`src/rtl/pulse_stretch_multi.sv`:
```
// Multi-channel programmable pulse stretcher with level/edge triggering and retrigger control.
// Optional minimum low gap between pulses is enabled by defining PULSE_STRETCH_HOLDOFF_EN.
module pulse_stretch_multi #(
    parameter  int CH        = 4,
    parameter  int WIDTH_MAX = 255,
    localparam int CNTR_W    = $clog2(WIDTH_MAX + 1)
) (
    input  logic              clk,
    input  logic              nrst,
    input  logic [CH-1:0]     in,
    input  logic [CNTR_W-1:0] width,
    input  logic              retrig,
    input  logic              edge_mode,
`ifdef PULSE_STRETCH_HOLDOFF_EN
    input  logic [CNTR_W-1:0] holdoff,
`endif
    output logic [CH-1:0]     out,
    output logic              busy
);

`ifdef PULSE_STRETCH_HOLDOFF_EN
    typedef enum logic [1:0] {
        ST_IDLE  = 2'd0,
        ST_PULSE = 2'd1,
        ST_HOLD  = 2'd2
    } state_t;
`else
    typedef enum logic [1:0] {
        ST_IDLE  = 2'd0,
        ST_PULSE = 2'd1
    } state_t;
`endif

    localparam logic [CNTR_W-1:0] CNT_ZERO = {CNTR_W{1'b0}};
    localparam logic [CNTR_W-1:0] CNT_ONE  = {{(CNTR_W-1){1'b0}}, 1'b1};
    localparam logic [CNTR_W-1:0] CNT_MAX  = CNTR_W'(WIDTH_MAX);

    // Saturate a programmed count at the largest supported pulse length.
    function automatic logic [CNTR_W-1:0] clamp_cnt(input logic [CNTR_W-1:0] v);
        logic [CNTR_W-1:0] r;
        if (v > CNT_MAX) begin
            r = CNT_MAX;
        end else begin
            r = v;
        end
        return r;
    endfunction

    logic [CNTR_W-1:0] w_s;
    logic              w_nz_s;
    logic [CH-1:0]     in_d_r;
    logic [CH-1:0]     trig_s;
    logic [CH-1:0]     pulse_nxt_s;
    logic [CH-1:0]     active_nxt_s;
    logic [CH-1:0]     out_r;
    logic              busy_r;
`ifdef PULSE_STRETCH_HOLDOFF_EN
    logic [CNTR_W-1:0] h_s;
`endif

    // Effective width/hold-off and per-channel trigger qualification.
    always_comb begin
        w_s    = clamp_cnt(width);
        w_nz_s = (w_s != CNT_ZERO);
`ifdef PULSE_STRETCH_HOLDOFF_EN
        h_s    = clamp_cnt(holdoff);
`endif
        if (edge_mode) begin
            trig_s = in & ~in_d_r;
        end else begin
            trig_s = in;
        end
    end

    for (genvar g = 0; g < CH; g++) begin : g_ch
        state_t            state_r;
        state_t            state_nxt_s;
        logic [CNTR_W-1:0] cnt_r;
        logic [CNTR_W-1:0] cnt_nxt_s;

        // Channel next-state: retrigger reload wins over the end-of-pulse exit.
        always_comb begin
            state_nxt_s = state_r;
            cnt_nxt_s   = cnt_r;
            case (state_r)
                ST_IDLE: begin
                    if (trig_s[g] && w_nz_s) begin
                        state_nxt_s = ST_PULSE;
                        cnt_nxt_s   = w_s;
                    end else begin
                        state_nxt_s = ST_IDLE;
                        cnt_nxt_s   = CNT_ZERO;
                    end
                end
                ST_PULSE: begin
                    if (retrig && trig_s[g] && w_nz_s) begin
                        cnt_nxt_s = w_s;
                    end else if (cnt_r == CNT_ONE) begin
`ifdef PULSE_STRETCH_HOLDOFF_EN
                        if (h_s != CNT_ZERO) begin
                            state_nxt_s = ST_HOLD;
                            cnt_nxt_s   = h_s;
                        end else begin
                            state_nxt_s = ST_IDLE;
                            cnt_nxt_s   = CNT_ZERO;
                        end
`else
                        state_nxt_s = ST_IDLE;
                        cnt_nxt_s   = CNT_ZERO;
`endif
                    end else begin
                        cnt_nxt_s = cnt_r - CNT_ONE;
                    end
                end
`ifdef PULSE_STRETCH_HOLDOFF_EN
                ST_HOLD: begin
                    if (cnt_r == CNT_ONE) begin
                        if (trig_s[g] && w_nz_s) begin
                            state_nxt_s = ST_PULSE;
                            cnt_nxt_s   = w_s;
                        end else begin
                            state_nxt_s = ST_IDLE;
                            cnt_nxt_s   = CNT_ZERO;
                        end
                    end else begin
                        cnt_nxt_s = cnt_r - CNT_ONE;
                    end
                end
`endif
                default: begin
                    state_nxt_s = ST_IDLE;
                    cnt_nxt_s   = CNT_ZERO;
                end
            endcase
        end

        // Channel state and counter registers.
        always_ff @(posedge clk) begin
            if (!nrst) begin
                state_r <= ST_IDLE;
                cnt_r   <= CNT_ZERO;
            end else begin
                state_r <= state_nxt_s;
                cnt_r   <= cnt_nxt_s;
            end
        end

        assign pulse_nxt_s[g]  = (state_nxt_s == ST_PULSE);
        assign active_nxt_s[g] = (state_nxt_s != ST_IDLE);
    end

    // Outputs are registered from next-state so they align with the state they report.
    always_ff @(posedge clk) begin
        if (!nrst) begin
            in_d_r <= {CH{1'b0}};
            out_r  <= {CH{1'b0}};
            busy_r <= 1'b0;
        end else begin
            in_d_r <= in;
            out_r  <= pulse_nxt_s;
            busy_r <= |active_nxt_s;
        end
    end

    assign out  = out_r;
    assign busy = busy_r;

endmodule

```
`config.mk`:
```
export PLATFORM = sky130hd
export DESIGN_NAME = pulse_stretch_multi
export DESIGN_NICKNAME = d
export VERILOG_FILES = /design/src/rtl/pulse_stretch_multi.sv
export SDC_FILE = /design/constraint.sdc
export NUM_CORES = 1
export LEC_CHECK = 0
export BUFFER_PORTS_ARGS = -buffer_cell sky130_fd_sc_hd__buf_4
export CORE_ASPECT_RATIO = 0.7
export CORE_MARGIN = 3
export CORE_UTILIZATION = 60
export CTS_CLUSTER_DIAMETER = 50
export DETAILED_ROUTE_END_ITERATION = 10
export PLACE_DENSITY_LB_ADDON = 0.15
export SYNTH_ARGS = -nofsm -noshare
export SYNTH_HDL_FRONTEND = slang
export SYNTH_SLANG_ARGS = --single-unit
```
`constraint.sdc`:
```
create_clock -name clk -period 2.8 [get_ports clk]
set_input_delay 0.14 -clock clk [delete_from_list [all_inputs] [get_ports clk]]
set_output_delay 0.14 -clock clk [all_outputs]
set_load 0.02 [all_outputs]
```
==> out/metrics.csv <==
metric,value,unit
Post-route DRC,0,
Design Power,1.371,mW
Gate Count Post-Synth,272,
Layout area overhead,11.09,%
normalized max-slew margin,36.37,%
multi-input logic area,1423,µm²
Fmax,511.8,MHz
setup bufs post-CTS,0,
die area,4935,µm²
Tot GR Track Use,26.18,%
Detailed Routing Iterations Pass 1,5,
vias in the first global route,1996,
async set-reset flop share out of synthesis,0,%
Worst Hold Class,primary input to register,
Post-Layout Inst Area,2744,µm²
hold buffers post-CTS,0,
Port Buf Inserts,20,
Tmin final,1954,ps
CP Depth,6,
Leakage,1.037,nW
Die Y,59.68,µm
H-Tree Depth,2,
multiplexer area fraction after synthesis,0,%
via/cell ratio,6.461,
Vias,2229,
"EDFF count, synth",0,
CP startpoint,g_ch[0].cnt_r[1],
XOR/XNOR Fraction of Synth Area,2.837,%
first-pass GRT wire length,9646,µm
combinational fraction of design power,15.7,%
R2R cell count,6,
Critical Path AT,2180,ps
clock tree sinks,49,
layout cells sized above 1,13.90,%
Worst Max-Slew Pin Slew,950.0,ps
post-DP HPWL,4398,µm
register area,980.9,µm²
Critical Path Sink,g_ch[0].cnt_r[0],
reg2reg start,g_ch[0].cnt_r[1],
CTS resizes,0,
post-route ant nets,0,
routability cong.,0.8774,
WL final,5924,µm
initial DRC count,200,
# diodes,0,
Worst path max stage delay,680,ps
core area,3739,µm²
CP required,3020,ps
WS Path Type,register to register,
Crit Path Max Fanout,6,
maximum VDD drop,0.4373,mV
Clock Skew,14.40,ps
Clk pwr share,29.9,%
largest net degree at the start of global routing,14,
Worst-path clk slew,80,ps
Final period util,69.78,%
Placed Area,2658,µm²
post-route setup TNS,0,ps
internal power of the cells,1.009,mW
post-synthesis sequential area ratio,39.72,%
reg2reg end,g_ch[0].cnt_r[0],
crit path launch type,register,
Clock Tree Buf Depth,2,
switching portion of total power,26.42,%
number of synthesized register bits,49,
largest family of logic cells by synthesized area,compound AO/OA/AOI/OAI gates,
io pins,21,
initial antenna violation count,0,
CTS tree,built,
Finish-stage setup viols,0,
hold_sp,in[0],
Netlist cell types,46,
fill count,293,
ys flop type,dfxtp_1,
Adder-Cell Fraction of Synth Area,4.053,%
buffers and inverters on the worst path,1,
Ys Warns,0,
root buf cell,clkbuf_8,
clock latency on the worst-skew pair,290,ps
RSZ-0062 raised after global routing,false,
Worst Setup End Kind,register,
Power Density,499.6,nW/µm²
die width,82.69,µm
Final Hold Fails,0,
Post-Synth Simple-Gate Area,23.56,%
"slowest stage cell, crit path",a21boi_0,
Reg power frac,54.4,%
CP cell instances,inv_1 -> ha_1 -> nor3b_1 -> a21boi_0 -> nand3_1 -> o2bb2ai_1,
row cnt,18,
reg2reg setup slack,850,ps
MaxCap Viol Count,0,
initial core utilization,66.06,%
Pins Over Slew Limit,0,
DR WL/cell,17.17,µm
net switching power,0.3622,mW
total grt overflow,0,
Compound-Gate Fraction of Synth Area,26.55,%
mapped cell area,2470,µm²
"Avg Cell Area, Syn",9.080,µm²
outcome,finished clean,
Crit path max-delay family,compound AO/OA/AOI/OAI gates,
CTS Buf Count,5,
nets,319,
-- routing by layer --
layer | vias to the layer above | share of wire, % | GRT usage, %
li1 | 1060 | - | -
met1 | 1037 | 47 | 40.04
met2 | 118 | 41 | 35.50
met3 | 14 | 11 | 6.777
met4 | 0 | 1.4 | 8.159
met5 | - | 0 | 0
-- power groups by stage --
stage / logic, mW / registers [mW] / clock network (mW)
5_1_grt: 0.235 / 0.750 / 0.450
3_5_place_dp: 0.211 / 0.761 / 0
3_3_place_gp: 0.206 / 0.761 / 0
6_report: 0.215 / 0.746 / 0.410
2_1_floorplan: 0.137 / 0.761 / 0
4_1_cts: 0.211 / 0.745 / 0.414
-- cells by family (layout without fill, tap and decap cells) --
logic type | count (synthesis) | count (layout)
AO/OA/AOI/OAI | 81 | 81
adder cells (fa/ha/maj) | 8 | 8
buffers and inverters | 18 | 38
flip-flops | 49 | 49
XOR/XNOR | 8 | 8
AND/OR/NAND/NOR | 107 | 107
other | 1 | 4
-- how the worst min path moves through the flow --
stage	end	slack, ps	cells past startpoint
CTS	in_d_r[0]	60	2
floorplan	g_ch[0].cnt_r[0]	260	1
detailed placement	in_d_r[3]	360	2
global route	in_d_r[1]	50	2
global placement	in_d_r[1]	350	2
finish	in_d_r[0]	60	2
-- sequential cells by signal (all words and copies together) (netlist names) --
register and cells:
in_d_r 4, g_ch.cnt_r 32, busy 1, g_ch.state_r 8
out 4
-- synthesized netlist by cell type (all sizes together), types with 3 or more instances --
cell type | count | share of area (%)
or2 | 3 | 0.86
nand3 | 10 | 2.0
o211ai | 16 | 5.5
dfxtp | 49 | 40
a32oi | 11 | 3.9
nor2 | 28 | 4.3
buf | 6 | 1.3
ha | 8 | 4.1
nor4 | 7 | 1.8
nor3b | 11 | 3.7
a31oi | 4 | 1.0
nand2b | 7 | 1.8
nand2 | 16 | 2.4
o21a | 6 | 1.8
nor2b | 3 | 0.76
a21boi | 9 | 2.7
o31ai | 4 | 1.2
xor2 | 7 | 2.5
inv | 10 | 1.5
nor3 | 5 | 1.0
a21oi | 18 | 5.0
o2bb2ai | 3 | 1.1
or4 | 10 | 3.0
and2 | 4 | 1.0
-- layout make-up --
| class | count | share of cell area (%) |
|---|---|---|
| multi-input combinational | 208 | 51.85 |
| sequential | 49 | 35.75 |
| timing repair buffer | 20 | 5.472 |
| clock buffer | 7 | 3.146 |
| tap | 50 | 2.280 |
| inverter | 11 | 1.505 |
-- placed cells by master, fill, tap and decap left out, types with 8 or more instances in the layout --
| cell | count |
|---|---|
| buf_4 | 20 |
| nor2_1 | 28 |
| nor3b_1 | 9 |
| ha_1 | 8 |
| dfxtp_1 | 49 |
| a32oi_1 | 11 |
| or4_1 | 10 |
| inv_1 | 9 |
| a21oi_1 | 15 |
| a21boi_0 | 8 |
| nand3_1 | 10 |
| nand2_1 | 16 |
| o211ai_1 | 13 |
-- metrics by stage --
stage | worst slack [ps] | hold WS [ps] | std cells | util [%]
2_1_floorplan | 1204 | 256.9 | 275 | -
3_3_place_gp | 898.8 | 351.4 | 338 | 71.08
3_5_place_dp | 837.3 | 361.4 | 338 | 71.08
4_1_cts | 912.5 | 64.04 | 345 | 73.39
5_1_grt | 564.5 | 48.53 | 345 | 73.39
6_report | 846.2 | 62.92 | 345 | 73.39
No activity file was read; power rests on OpenSTA's default activity.
